File: src/rtl/audio_pkg.sv
// Purpose: shared types and constants for the audio sample FIFO block.
// Latency: n/a (types, constants and a pure helper function only).
// Backpressure: n/a.
package audio_pkg;

    // Playback state: PRIME fills the buffer, PLAY drains one byte per request.
    typedef enum logic {
        ST_PRIME = 1'b0,
        ST_PLAY  = 1'b1
    } state_t;

    // Unsigned 8-bit midscale, i.e. silence for the driver.
    localparam logic [7:0] AUDIO_IDLE_VALUE = 8'h80;

    // Width of the underrun/overrun event counters.
    localparam int CNT_W = 16;

    // Increment that sticks at all-ones instead of wrapping.
    function automatic logic [CNT_W-1:0] sat_inc(input logic [CNT_W-1:0] v);
        return (&v) ? v : v + CNT_W'(1);
    endfunction

endpackage

File: src/rtl/sample_fifo_ram.sv
// Purpose: DEPTH x DW simple dual-port storage for the audio sample FIFO.
// Latency: write lands on the clk edge; read is combinational from rd_addr.
// Backpressure: none; the caller guarantees it never writes a full FIFO.
// Ports: clk; wr_en/wr_addr/wr_data write port; rd_addr/rd_data read port.
module sample_fifo_ram #(
    parameter int DEPTH = 256,
    parameter int AW    = 8,
    parameter int DW    = 8
) (
    input  logic          clk,
    input  logic          wr_en,
    input  logic [AW-1:0] wr_addr,
    input  logic [DW-1:0] wr_data,
    input  logic [AW-1:0] rd_addr,
    output logic [DW-1:0] rd_data
);

    logic [DW-1:0] mem [DEPTH];

    // No reset on the array: emptiness is tracked by the pointers and level.
    always_ff @(posedge clk) begin
        if (wr_en) begin
            mem[wr_addr] <= wr_data;
        end
    end

    // Asynchronous read keeps pop latency at one cycle with rd_ptr as address.
    assign rd_data = mem[rd_addr];

endmodule

File: src/rtl/audio_sample_fifo.sv
// Purpose: elastic byte buffer from UART RX to the I2S driver with priming, underrun fill and RTS throttling.
// Latency: byte poppable the cycle after push; mono_sample updates 4 clk after a sample_tick rise.
// Backpressure: rts_n hysteresis on level (HI_WM/LO_WM); bytes arriving while full are dropped and counted.
// Ports: clk/rst_n; rx_data/rx_valid push side; sample_tick request in; mono_sample out;
//        rts_n host flow control; playing, level, underrun_cnt, overrun_cnt status.
module audio_sample_fifo
    import audio_pkg::*;
#(
    parameter int         DEPTH       = 256,
    parameter int         AW          = 8,
    parameter int         PRIME_LEVEL = 128,
    parameter int         HI_WM       = 192,
    parameter int         LO_WM       = 64,
    parameter logic [7:0] IDLE_VALUE  = AUDIO_IDLE_VALUE
) (
    input  logic             clk,
    input  logic             rst_n,
    input  logic [7:0]       rx_data,
    input  logic             rx_valid,
    input  logic             sample_tick,
    output logic [7:0]       mono_sample,
    output logic             rts_n,
    output logic             playing,
    output logic [AW:0]      level,
    output logic [CNT_W-1:0] underrun_cnt,
    output logic [CNT_W-1:0] overrun_cnt
);

    if (!(LO_WM < HI_WM && HI_WM <= DEPTH && PRIME_LEVEL <= DEPTH && DEPTH == (1 << AW)))
    begin : g_bad_params
        $error("audio_sample_fifo: illegal DEPTH/AW/PRIME_LEVEL/HI_WM/LO_WM combination");
    end

    localparam logic [AW:0] DEPTH_L = (AW+1)'(DEPTH);
    localparam logic [AW:0] PRIME_L = (AW+1)'(PRIME_LEVEL);
    localparam logic [AW:0] HI_L    = (AW+1)'(HI_WM);
    localparam logic [AW:0] LO_L    = (AW+1)'(LO_WM);

    // ------------------------------------------------------------------
    // sample_tick synchroniser and rising-edge detector. req is registered,
    // so it rises on the third clk edge after the tick is first sampled.
    // ------------------------------------------------------------------
    logic tick_s1, tick_s2, tick_s2_d, req;

    always_ff @(posedge clk or negedge rst_n) begin
        if (!rst_n) begin
            tick_s1   <= 1'b0;
            tick_s2   <= 1'b0;
            tick_s2_d <= 1'b0;
            req       <= 1'b0;
        end else begin
            tick_s1   <= sample_tick;
            tick_s2   <= tick_s1;
            tick_s2_d <= tick_s2;
            req       <= tick_s2 & ~tick_s2_d;
        end
    end

    // ------------------------------------------------------------------
    // FIFO control
    // ------------------------------------------------------------------
    state_t        state;
    logic [AW-1:0] wr_ptr, rd_ptr;
    logic [7:0]    head;
    logic          full, empty, push, pop, underrun;

    assign full  = (level == DEPTH_L);
    assign empty = (level == '0);

    // A full FIFO drops the byte even if a pop frees a slot this same cycle.
    assign push     = rx_valid && !full;
    // No write-through: a byte pushed into an empty FIFO is not poppable yet.
    assign pop      = (state == ST_PLAY) && req && !empty;
    assign underrun = (state == ST_PLAY) && req && empty;

    sample_fifo_ram #(
        .DEPTH (DEPTH),
        .AW    (AW),
        .DW    (8)
    ) u_ram (
        .clk     (clk),
        .wr_en   (push),
        .wr_addr (wr_ptr),
        .wr_data (rx_data),
        .rd_addr (rd_ptr),
        .rd_data (head)
    );

    // Level is its own counter so full (DEPTH) and empty (0) are distinct
    // without an extra pointer wrap bit.
    always_ff @(posedge clk or negedge rst_n) begin
        if (!rst_n) begin
            wr_ptr <= '0;
            rd_ptr <= '0;
            level  <= '0;
        end else begin
            if (push) begin
                wr_ptr <= wr_ptr + AW'(1);
            end
            if (pop) begin
                rd_ptr <= rd_ptr + AW'(1);
            end
            case ({push, pop})
                2'b10:   level <= level + (AW+1)'(1);
                2'b01:   level <= level - (AW+1)'(1);
                default: level <= level;
            endcase
        end
    end

    // ------------------------------------------------------------------
    // Playback state machine, output sample and underrun accounting.
    // The PRIME->PLAY decision uses the registered level, so a req in the
    // cycle level first reaches PRIME_LEVEL is still ignored.
    // ------------------------------------------------------------------
    always_ff @(posedge clk or negedge rst_n) begin
        if (!rst_n) begin
            state        <= ST_PRIME;
            mono_sample  <= IDLE_VALUE;
            underrun_cnt <= '0;
        end else begin
            case (state)
                ST_PRIME: begin
                    mono_sample <= IDLE_VALUE;
                    if (level >= PRIME_L) begin
                        state <= ST_PLAY;
                    end
                end
                ST_PLAY: begin
                    if (pop) begin
                        mono_sample <= head;
                    end else if (underrun) begin
                        mono_sample  <= IDLE_VALUE;
                        underrun_cnt <= sat_inc(underrun_cnt);
                        state        <= ST_PRIME;
                    end
                end
                default: begin
                    state       <= ST_PRIME;
                    mono_sample <= IDLE_VALUE;
                end
            endcase
        end
    end

    assign playing = (state == ST_PLAY);

    // ------------------------------------------------------------------
    // Overrun accounting and RTS hysteresis on the registered level.
    // ------------------------------------------------------------------
    always_ff @(posedge clk or negedge rst_n) begin
        if (!rst_n) begin
            overrun_cnt <= '0;
            rts_n       <= 1'b0;
        end else begin
            if (rx_valid && full) begin
                overrun_cnt <= sat_inc(overrun_cnt);
            end
            if (!rts_n && level >= HI_L) begin
                rts_n <= 1'b1;
            end else if (rts_n && level <= LO_L) begin
                rts_n <= 1'b0;
            end
        end
    end

endmodule

File: config.mk
export PLATFORM = sky130hd
export DESIGN_NAME = audio_sample_fifo
export DESIGN_NICKNAME = d
export VERILOG_FILES = /design/src/rtl/audio_pkg.sv /design/src/rtl/sample_fifo_ram.sv /design/src/rtl/audio_sample_fifo.sv
export SDC_FILE = /design/constraint.sdc
export NUM_CORES = 2
export LEC_CHECK = 0
export CORE_UTILIZATION = 55
export CTS_CLUSTER_SIZE = 28
export DETAILED_ROUTE_END_ITERATION = 8
export DONT_BUFFER_PORTS = 1
export PLACE_DENSITY_LB_ADDON = 0.3
export SLEW_MARGIN = 20
export SYNTH_ARGS = -nofsm -noshare
export SYNTH_HDL_FRONTEND = slang
export SYNTH_SLANG_ARGS = --single-unit
File: constraint.sdc
create_clock -name clk -period 5.3 [get_ports clk]
set_input_delay 0.53 -clock clk [delete_from_list [all_inputs] [get_ports clk]]
set_output_delay 0.53 -clock clk [all_outputs]
set_load 0.005 [all_outputs]
==> results.sh <==
export IMPL_cp_slowest_cell="nor3b_1"
export IMPL_dr_pass1_iters=6
export IMPL_endpoint_kind="register"
export IMPL_synth_edff_count=2048
export IMPL_globalplace_congestion=0.921
export IMPL_die_h_um=390
export IMPL_synthCells=4008
export IMPL_port_buffers=0
export IMPL_synth_area_um2=82900
export IMPL_period_share_pct=78.3
export IMPL_antenna_found_initial=0
export IMPL_worst_slack_ns=1.15
export IMPL_status="completed"
export IMPL_initial_core_util_pct=55.4
export IMPL_grt_total_usage_pct=28.7
export IMPL_hold_path_class="input port to register"
export IMPL_syn2layout_area_growth_pct=12.0
export IMPL_slew_headroom_pct=21.2
export IMPL_vias=42600
export IMPL_cts_tree="done"
export IMPL_start_kind="register"
export IMPL_clk_path_buf_depth=3
export IMPL_power_density_nw_per_um2=497
export IMPL_synth_nets=4031
export IMPL_wire_per_inst_um=33.9
export IMPL_yosys_register_bits=2119
export IMPL_insertion_delay_ns=0.85
export IMPL_grt_setup_unrepaired="no"
export IMPL_crit_required_ns=5.76
export IMPL_drv_slew=0
export IMPL_drtIter0Drc=6500
export IMPL_drive_gt1_share_pct=23.4
export IMPL_yosysWarnings=0
export IMPL_grt_pass1_wl_mm=308
export IMPL_r2r_setup_slack_ns=1.15
export IMPL_cts_max_level=4
export IMPL_syn_area_per_cell_um2=20.7
export IMPL_n_antenna_cell=0
export IMPL_ir_drop_uv=440
export IMPL_clkSinkCount=2119
export IMPL_dp_slack_ns=0.934
export IMPL_whs_path_depth=3
export IMPL_die_w_um=390
export IMPL_drc_errors=0
export IMPL_hold_viol=0
export IMPL_maxCapViolCount=0
export IMPL_dp_hpwl_mm=125
export IMPL_core_area_um2=150000
export IMPL_synth_area_leaders="edfxtp_1 74%, mux4_2 13%, dfrtp_1 2.1%"
export IMPL_setup_viol=0
export IMPL_timing_setup_tns_ns=0
export IMPL_antenna_left=0
export IMPL_max_freq_ghz=0.241
export IMPL_row_count=142
export IMPL_yosysSeqAreaShare_pct=76.3
export IMPL_synth_top_area_cell="edfxtp_1"
export IMPL_grt_overflow=0
export IMPL_cpPeakStageDelay_ns=0.68
export IMPL_final_nets=4203
export IMPL_tightest_slew_ns=1.18
export IMPL_grt_max_degree=257
export IMPL_synth_main_ff_cell="edfxtp_1"
export IMPL_ys_types=80
export IMPL_total_leakage_power_nw=29.5
export IMPL_cts_root_buf="clkbuf_16"
export IMPL_clk_pin_slew_ns=0.06
export IMPL_die_area_um2=152000
export IMPL_crit_fanout=12
export IMPL_cts_buffers=202
export IMPL_multi_input_area_um2=18400
export IMPL_min_period_ns=4.15
export IMPL_yosysTopAreaCellShare_pct=74.2
export IMPL_fin_hold_ws_ns=0.0727
export IMPL_fill_cells=9978
export IMPL_synth_most_common_cell="edfxtp_1"
export IMPL_worstPathArrival_ns=4.61
export IMPL_vias_per_cell=6.68
export IMPL_synth_async_reset_ratio_pct=3.35
export IMPL_synth_commonest_cells="2048 x edfxtp_1, 477 x mux4_2, 305 x nor2_1, 167 x mux2i_1, 116 x nand2_1"
export IMPL_crit_type="register to register"
export IMPL_clock_skew_ns=0.0341
export IMPL_grt_pass1_vias=41700
export IMPL_path_cells="nor4_1, a41oi_2, inv_1, nor3b_1, nand2_2, buf_4, nor2_1"
export IMPL_wirelength_mm=216
export IMPL_r2r_cells=7
export IMPL_ff_latch_area_um2=63300
export IMPL_ios=63
cell families after synthesis:
kind of cell    Yosys count  share of synthesized area, %
flops                  2119                          76.3
mux                     664                          15.3
simple gates            589                          3.13
compound gates          320                          2.86
buf+inv                 252                          1.64
xor+xnor                 53                         0.560
fa+ha+maj                11                         0.166
sequential cells by signal, summed over array words and instances, names as in the netlist:
name,cells
level,9
mono_sample,8
overrun_cnt,16
playing,1
rd_ptr,8
req,1
rts_n,1
tick_s1,1
tick_s2,1
tick_s2_d,1
u_ram.mem,2048
underrun_cnt,16
wr_ptr,8
routing by layer:
| metal | vias up | track usage, % | wire length, µm |
|---|---|---|---|
| met1 | 22100 | 40.1 | 80800 |
| li1 | 17000 | - | - |
| met5 | - | 0 | 0 |
| met3 | 431 | 7.83 | 26300 |
| met4 | 0 | 10.4 | 8170 |
| met2 | 3029 | 43.7 | 101000 |
where the power goes:
group | leakage, nW | total [W] | internal [W] | switching (W)
Clock | 3.13 | 0.0141 | 0.00796 | 0.00618
Combinational | 7.04 | 0.0128 | 0.00525 | 0.00753
Sequential | 19.3 | 0.0192 | 0.0186 | 0.000589
cells in the final DEF, fill, tap and decap left out, drive strengths merged, types with 33 or more instances in the layout:
cell type / count
nand3: 46
nand2: 116
buf: 205
nor2: 306
clkinv: 74
o22ai: 33
mux2i: 167
a21oi: 42
clkbuf: 274
dfrtp: 70
a22oi: 60
mux4: 483
edfxtp: 2048
worst max-delay path: cells and delay by family (launching register included):
kind                   cells  cell delay [ns]
buffers and inverters      2             0.70
DFF                        1             0.58
AOI/OAI and AO/OA          1             0.61
and+or+nand+nor            4             1.86
final timing paths:
| kind | from | endpoint |
|---|---|---|
| max in group asynchronous | rst_n | rd_ptr[2] |
| min in group asynchronous | rst_n | overrun_cnt[11] |
| max | level[5] | u_ram.mem[104][4] |
| min reg2reg | tick_s1 | tick_s2 |
| min | rx_valid | overrun_cnt[3] |
| max reg2reg | level[5] | u_ram.mem[104][4] |
cell type report:
type	instances	share of cell area [%]
Timing Repair Buffer	207	2.30
Tap cell	2016	2.72
Sequential cell	2119	68.2
Clock inverter	102	1.06
Multi-Input combinational cell	1637	19.8
Inverter	13	0.0579
Clock buffer	274	5.91
per-stage QoR:
step           area [µm²]  total power [W]  cells  util, %
4_1_cts             92700           0.0461   6362     61.9
5_1_grt             92900           0.0473   6368     62.0
3_5_place_dp        85900           0.0318   5972     57.3
3_3_place_gp        85900           0.0318   5972     57.3
2_1_floorplan       82900           0.0274   4008        -
6_report            92900           0.0461   6368     62.0
repair_timing:
action | CTS | global route
hold buffers | 14 | 0
endpoints found under the setup margin | 0 | 0
setup buffers | 0 | 0
gates resized for setup | 0 | 0
endpoints found under the hold margin | 1990 | 0
Note: power is estimated with default switching activity, not from simulation.
